### src/rtl/uart_pkg.sv
// Shared types and constants for the buffered 8N1 UART transmitter.
package uart_pkg;

  typedef enum logic [1:0] {
    IDLE  = 2'd0,
    START = 2'd1,
    DATA  = 2'd2,
    STOP  = 2'd3
  } tx_state_t;

  localparam int DEFAULT_CLKS_PER_BIT = 5208;
  localparam int DATA_BITS            = 8;
  localparam int FRAME_BITS           = 10;

endpackage

### src/rtl/uart_baud_gen.sv
// Bit-time counter: counts 0..CLKS_PER_BIT-1 and flags the last cycle of each bit.
module uart_baud_gen #(
  parameter int CLKS_PER_BIT = 5208
) (
  input  logic clk,
  input  logic rst_n,
  input  logic restart,
  output logic tick
);

  localparam int CW = (CLKS_PER_BIT > 2) ? $clog2(CLKS_PER_BIT) : 1;

  logic [CW-1:0] r_cnt;

  assign tick = (r_cnt == CW'(CLKS_PER_BIT - 1));

  always_ff @(posedge clk) begin
    if (!rst_n || restart) begin
      r_cnt <= '0;
    end else if (tick) begin
      r_cnt <= '0;
    end else begin
      r_cnt <= r_cnt + 1'b1;
    end
  end

endmodule

### src/rtl/uart_tx_buffered.sv
// 8N1 UART transmitter with a holding register (THR) in front of the shift register (TSR),
// so the next byte can be accepted while the current frame shifts out.
module uart_tx_buffered
  import uart_pkg::*;
#(
  parameter int CLKS_PER_BIT = DEFAULT_CLKS_PER_BIT
) (
  input  logic       clk,
  input  logic       rst_n,
  input  logic [7:0] txdata,
  input  logic       ldtxdata,
  output logic       txempty,
  output logic       tx,
  output logic       txbusy,
  output logic       overrun
);

  tx_state_t r_state;
  tx_state_t w_next_state;
  logic [7:0] r_thr;
  logic [7:0] r_tsr;
  logic [2:0] r_bit_idx;
  logic       r_tx;
  logic       r_txempty;
  logic       r_txbusy;
  logic       r_overrun;
  logic       w_tick;
  logic       w_transfer;
  logic       w_load_ok;
  logic       w_shift;
  logic       w_tx_next;

  // Counter is held at zero while idle, so START always begins a fresh bit time;
  // every later state entry coincides with the counter wrapping on its tick.
  uart_baud_gen #(
    .CLKS_PER_BIT(CLKS_PER_BIT)
  ) u_baud (
    .clk    (clk),
    .rst_n  (rst_n),
    .restart(r_state == IDLE),
    .tick   (w_tick)
  );

  always_comb begin
    w_next_state = r_state;
    w_transfer   = 1'b0;
    case (r_state)
      IDLE: begin
        if (!r_txempty) begin
          w_transfer   = 1'b1;
          w_next_state = START;
        end
      end
      START: begin
        if (w_tick) w_next_state = DATA;
      end
      DATA: begin
        if (w_tick && r_bit_idx == 3'(DATA_BITS - 1)) w_next_state = STOP;
      end
      STOP: begin
        if (w_tick) begin
          if (!r_txempty) begin
            w_transfer   = 1'b1;
            w_next_state = START;
          end else begin
            w_next_state = IDLE;
          end
        end
      end
      default: w_next_state = IDLE;
    endcase
  end

  // A transfer frees the THR in the same cycle, so a coincident load is accepted.
  assign w_load_ok = ldtxdata && (r_txempty || w_transfer);
  assign w_shift   = (r_state == DATA) && w_tick;

  // Line value for the next cycle; when a data bit ends the following bit is r_tsr[1].
  always_comb begin
    w_tx_next = 1'b1;
    case (w_next_state)
      START:   w_tx_next = 1'b0;
      DATA:    w_tx_next = w_shift ? r_tsr[1] : r_tsr[0];
      default: w_tx_next = 1'b1;
    endcase
  end

  always_ff @(posedge clk) begin
    if (!rst_n) begin
      r_state   <= IDLE;
      r_thr     <= '0;
      r_tsr     <= '0;
      r_bit_idx <= '0;
      r_tx      <= 1'b1;
      r_txempty <= 1'b1;
      r_txbusy  <= 1'b0;
      r_overrun <= 1'b0;
    end else begin
      r_state   <= w_next_state;
      r_tx      <= w_tx_next;
      r_txbusy  <= (w_next_state != IDLE);
      r_overrun <= ldtxdata && !w_load_ok;

      if (w_load_ok) begin
        r_thr     <= txdata;
        r_txempty <= 1'b0;
      end else if (w_transfer) begin
        r_txempty <= 1'b1;
      end

      if (w_transfer) begin
        r_tsr <= r_thr;
      end else if (w_shift) begin
        r_tsr <= {1'b0, r_tsr[7:1]};
      end

      if (r_state == START) begin
        r_bit_idx <= '0;
      end else if (w_shift) begin
        r_bit_idx <= r_bit_idx + 3'd1;
      end
    end
  end

  assign tx      = r_tx;
  assign txempty = r_txempty;
  assign txbusy  = r_txbusy;
  assign overrun = r_overrun;

endmodule

### config.mk
export PLATFORM = sky130hd
export DESIGN_NAME = uart_tx_buffered
export DESIGN_NICKNAME = d
export VERILOG_FILES = /design/src/rtl/uart_pkg.sv /design/src/rtl/uart_baud_gen.sv /design/src/rtl/uart_tx_buffered.sv
export SDC_FILE = /design/constraint.sdc
export NUM_CORES = 1
export LEC_CHECK = 0
export ABC_AREA = 1
export CAP_MARGIN = 20
export CORE_MARGIN = 1.5
export CORE_UTILIZATION = 61
export DETAILED_ROUTE_END_ITERATION = 10
export PLACE_DENSITY = 0.83
export SETUP_SLACK_MARGIN = 0.4
export SLEW_MARGIN = 10
export SYNTH_ARGS = -nofsm -noshare
export SYNTH_HDL_FRONTEND = slang
export SYNTH_SLANG_ARGS = --single-unit
### constraint.sdc
create_clock -name clk -period 4.2 [get_ports clk]
set_input_delay 0.84 -clock clk [delete_from_list [all_inputs] [get_ports clk]]
set_output_delay 0.84 -clock clk [all_outputs]
set_load 0.005 [all_outputs]
# [After elaboration in Yosys (flattened, before gate mapping)]
# Cells that the tools add are included.
# Widths: inputs -> output; s select.
[classes] addsub=2 n_mul=0 div_mod_pow=0 order_cmp=0 eq_ne=7 shifts=0 n_mux=15 n_bitwise=1 n_reduce_logical=14
[op_table] operator="$mux 8" count=2
[op_table] operator="$add 13x1->13 const B" count=1
[op_table] operator="$eq 13x13->1 const B" count=1
[op_table] operator="$mux 2" count=4
[op_table] operator="$pmux 2 s4" count=1
[op_table] operator="$eq 2x2->1 const B" count=3
[op_table] operator="$mux 1" count=6
[op_table] operator="$reduce_bool 2->1" count=3
[op_table] operator="$eq 2x1->1 const B" count=2
[op_table] operator="$logic_and 1x1->1" count=4
[op_table] operator="$pmux 1 s2" count=2
[op_table] operator="$reduce_or 2->1" count=2
[op_table] operator="$add 3x1->3 const B" count=1
[op_table] operator="$eq 3x3->1 const B" count=1
[op_table] operator="$logic_not 1->1" count=2
[op_table] operator="$logic_not 2->1" count=1
[op_table] operator="$logic_or 1x1->1" count=2
[op_table] operator="$not 1->1" count=1
[word_totals] register_bits=38 latchBits=0 ram_bits=0 rom_bits=0 inputBits=11 out_inout_bits=4 wordCells=48 memories=0

# [Depth between registers and ports, before layout]
[depth] depth_word=7 ltp_mapped=12 ltp_nobuf=12

# [Modules after synthesis]
# A second synthesis with hierarchy kept.
[hier_totals] hier_cells=265 hier_area_um2=1950.6
[by_module_without_submodules] module="uart_tx_buffered" instances=1 cells_each=168 area_each_um2=1287.5
[by_module_without_submodules] module="uart_baud_gen" instances=1 cells_each=97 area_each_um2=663.1

# [Worst setup path before layout]
# Ideal clock, no wire load.
[synth_timing] kind="in2reg" startpoint="input port ldtxdata" endpoint="register r_thr[0]" arrival_time_ns=1.518 t_required_ns=4.136 slack_ns=2.618 path_stages=5 cell_sequence="clkbuf_1 inv_1 nor2_4 nor2_1 nor2_1"
[synth_via] elab_chain_len=1
[synth_rtl] element="from (decl)" line="uart_tx_buffered.sv:11" rtl="input logic ldtxdata,"
[synth_rtl] element="$logic_and 1x1->1" line="uart_tx_buffered.sv:75" rtl="assign w_load_ok = ldtxdata && (r_txempty || w_transfer);"
[synth_rtl] element="to (signal assigned)" line="uart_tx_buffered.sv:105" rtl="r_thr <= txdata;"
[synth_rtl] element="to (decl)" line="uart_tx_buffered.sv:20" rtl="logic [7:0] r_thr;"
# Every way passes these cells.
# A chain may end at the register's enable or synchronous reset.

# [Worst setup path after layout]
[layout_timing] startpoint="input port rst_n" endpoint="register r_bit_idx[0]"
[layout_via] elab_chain_len=2
[layout_rtl] element="from (decl)" line="uart_tx_buffered.sv:9" rtl="input logic rst_n,"
[layout_rtl] element="$not 1->1 (no source line)"
[layout_rtl] element="$reduce_or 2->1 (no source line)"
[layout_rtl] element="to (signal assigned)" line="uart_tx_buffered.sv:120" rtl="r_bit_idx <= r_bit_idx + 3'd1;"
[layout_rtl] element="to (decl)" line="uart_tx_buffered.sv:22" rtl="logic [2:0] r_bit_idx;"
# Every way passes these cells.

==> impl_results.md <==
- Synth warnings: 0
- # hold bufs at CTS: 0
- Slowest-stage cell, CP: clkdlybuf4s50_1
- Root Driver: clkbuf_4
- First-pass GRT wire length: 5980 µm
- WHS: 0.474 ns
- Data required, critical path: 4.48 ns
- Residual DRC: 1
- Non-filler cells, final: 319
- Worst-Skew Late Latency: 0.35 ns
- Max Cap Viol: 0
- Final period utilization: 53.6%
- Outcome: finished, violations left
- Clock period minus worst slack: 2.25 ns
- Pre-antenna DRT Iters: 8
- Count leader, synth: nand2_1
- Die X: 58.2 µm
- Worst path max stage delay: 0.82 ns
- Drt total wl: 3330 µm
- Worst path depth: 5
- Netlist cell types: 24
- Top cell type's share of synthesized area: 40.9%
- Post-cts sizing count: 0
- Detail Placement HPWL: 2380 µm
- Area of the core: 0.00283 mm²
- ANT nets after route: 0
- Cells after Synth: 269
- EDFF count, synth: 0
- Area leader, netlist: dfxtp_1
- Critical R2R Launch: u_baud.r_cnt[0]
- FF-to-FF End: r_thr[3]
- Dominant synthesized flop cell: dfxtp_1
- Synthesized Nets: 287
- P&R area growth vs syn: 12.7%
- Antenna violations before repair: 0
- Power Density: 340 mW/mm²
- CTS tree: yes
- Total CTS buffers: 5
- Critical path's top delay family: buffers and inverters
- Critical path endpoint: r_bit_idx[0]
- Ant. Diodes: 0
- Placer Congestion: 0.905
- Overflow after GRT: 0
- Final setup violation count: 0
- Crit-path cells: clkdlybuf4s50_1 -> clkinv_1 -> nor2_1 -> o21ai_0 -> a21oi_1
- Number of placement rows: 19
- Peak VDD IR: 279 µV
- Worst R2R Path Depth: 12
- Max Freq: 0.444 GHz
- Placed cell count: 311
- Avg Cell Area, Syn: 6.91 µm²
- Crit start category: primary input
- Layout Nets: 305
- Die area: 0.00339 mm²
- Setup_tns: 0 ns
- Clock slew at reported path FFs: 0.11 ns
- Top post-synthesis cells by area: dfxtp_1 (41%), nand2_1 (12%), inv_1 (8.9%), nor2_1 (7.7%), nand3_1 (5.7%)
- List of most frequent post-synthesis cells: nand2_1 (58), inv_1 (44), dfxtp_1 (38), nor2_1 (38), nand3_1 (21)
- Final Skew: 0.0116 ns
- Post-CTS Setup Bufs: 0
- Layout cell share with drive strength beyond 1: 6.60%
- Port Buffers: 14
- Sequential-to-total area share from yosys stat: 40.9%
- I/O Pins: 15
- Setup CP Type: in -> reg
- Total track usage: 23.1%
- # fillers: 254
- RSZ-0062 raised after global routing: false
- Worst min-delay path class: reg -> reg
- Crit end category: flip-flop
- Via count: 1613
- Clock sinks: 38
- Via density: 5.06
- Die height: 58.2 µm
- Reg2Reg Setup Slack: 2.36 ns
- Headroom to the max-slew limit: 62.8%
- Crit. Startpoint: rst_n
- CTS max path bufs: 2
- Worst slew pin tran: 0.557 ns
- H-Tree Level Count: 2
- DR iter-0 viols: 54
- CP Data Arrival Time: 2.54 ns
- Failing checks: design-rule violations
- Largest net degree at the start of global routing: 17
- Leakage: 0.944 nW
- Pins Over Slew Limit: 0
- Starting density of the core: 65.7%
- Flops & latches, synth: 38
- Max FO, Critical Path: 14
- WP buf/inv: 2
- Avg WL per Cell: 10.4 µm
- Vias in the first global route: 1383
- Mapped cell area: 0.00186 mm²
- Count of final hold-check violations: 0
- Asr flop ratio synth: 0%
[layout make-up]
cell class                 instances  area, µm²  share of cell area (%)
clock inverter                     1       30.0                    1.43
inverter                          47        176                    8.43
tap                               31       38.8                    1.85
timing repair buffer              14        140                    6.69
clock buffer                       7       45.0                    2.15
sequential                        38        761                    36.3
multi-input combinational        181        902                    43.1
[kinds of logic after synthesis]
| kind of cell | count (synthesis) | share of synthesized area, % |
|---|---|---|
| buffers and inverters | 50 | 10.5 |
| adders and majority gates | 7 | 4.71 |
| AOI/OAI and AO/OA | 32 | 9.02 |
| DFF | 38 | 40.9 |
| and+or+nand+nor | 142 | 34.8 |
[metrics by stage]
| step | utilization [%] | instance area, µm² | total power, W | setup slack (ns) |
|---|---|---|---|---|
| 2_1_floorplan | - | 1860 | 0.000449 | 2.62 |
| 3_3_place_gp | 71.3 | 2020 | 0.000472 | 1.68 |
| 3_5_place_dp | 71.3 | 2020 | 0.000474 | 1.59 |
| 4_1_cts | 74.0 | 2090 | 0.000718 | 1.96 |
| 5_1_grt | 74.0 | 2090 | 0.000742 | 1.78 |
| 6_report | 74.0 | 2090 | 0.000712 | 1.95 |
[how the worst min path moves through the flow]
| stage | from | endpoint | slack [ns] | depth (start not counted) |
|---|---|---|---|---|
| detailed placement | u_baud.r_cnt[0] | u_baud.r_cnt[0] | 0.45 | 1 |
| floorplan | u_baud.r_cnt[0] | u_baud.r_cnt[0] | 0.43 | 1 |
| finish | u_baud.r_cnt[0] | u_baud.r_cnt[0] | 0.47 | 1 |
| global placement | u_baud.r_cnt[0] | u_baud.r_cnt[0] | 0.45 | 1 |
| global route | u_baud.r_cnt[0] | u_baud.r_cnt[0] | 0.50 | 1 |
| CTS | u_baud.r_cnt[0] | u_baud.r_cnt[0] | 0.48 | 1 |
[cells in the final DEF (no fill, tap or decap), types with 4 or more instances in the layout]
master | synthesis | routed
a21oi_1 | 17 | 17
dfxtp_1 | 38 | 38
nand4_1 | 8 | 8
nor2_1 | 38 | 38
inv_1 | 44 | 44
o21ai_0 | 11 | 11
nand3_1 | 21 | 21
clkdlybuf4s50_1 | 0 | 14
nor3_1 | 4 | 4
nand2_1 | 58 | 58
nand2_2 | 4 | 4
ha_1 | 7 | 7
clkbuf_4 | 0 | 5
[worst reg2reg max path, cell delays in order (launching register included)]
cell and delay, ns:
dfxtp_1 0.39, ha_1 0.20, nand2_2 0.08, inv_1 0.08, nand2_1 0.07, nor2_2 0.12, nand3_2 0.10, nand2_4 0.12
nand3_4 0.17, nand2_2 0.21, nand3_1 0.09, nand2_1 0.08, nor2_1 0.05
[per-layer routing]
layer | GRT usage, % | routed length (µm)
met1 | 31.9 | 1770
met2 | 33.0 | 1390
met3 | 6.70 | 118
met4 | 11.3 | 59
met5 | 0 | 0
[sequential cells by signal, summed over array words and instances, names as in the netlist]
| signal | cells |
|---|---|
| tx | 1 |
| txbusy | 1 |
| r_tsr | 8 |
| overrun | 1 |
| u_baud.r_cnt | 13 |
| r_thr | 8 |
| r_state | 2 |
| txempty | 1 |
| r_bit_idx | 3 |
[where the power goes]
group,internal [W],switching [W]
Combinational,0.0000344,0.0000458
Sequential,0.000377,0.00000830
Clock,0.000126,0.000120
Total,0.000538,0.000175
No activity file was read; power rests on OpenSTA's default activity.
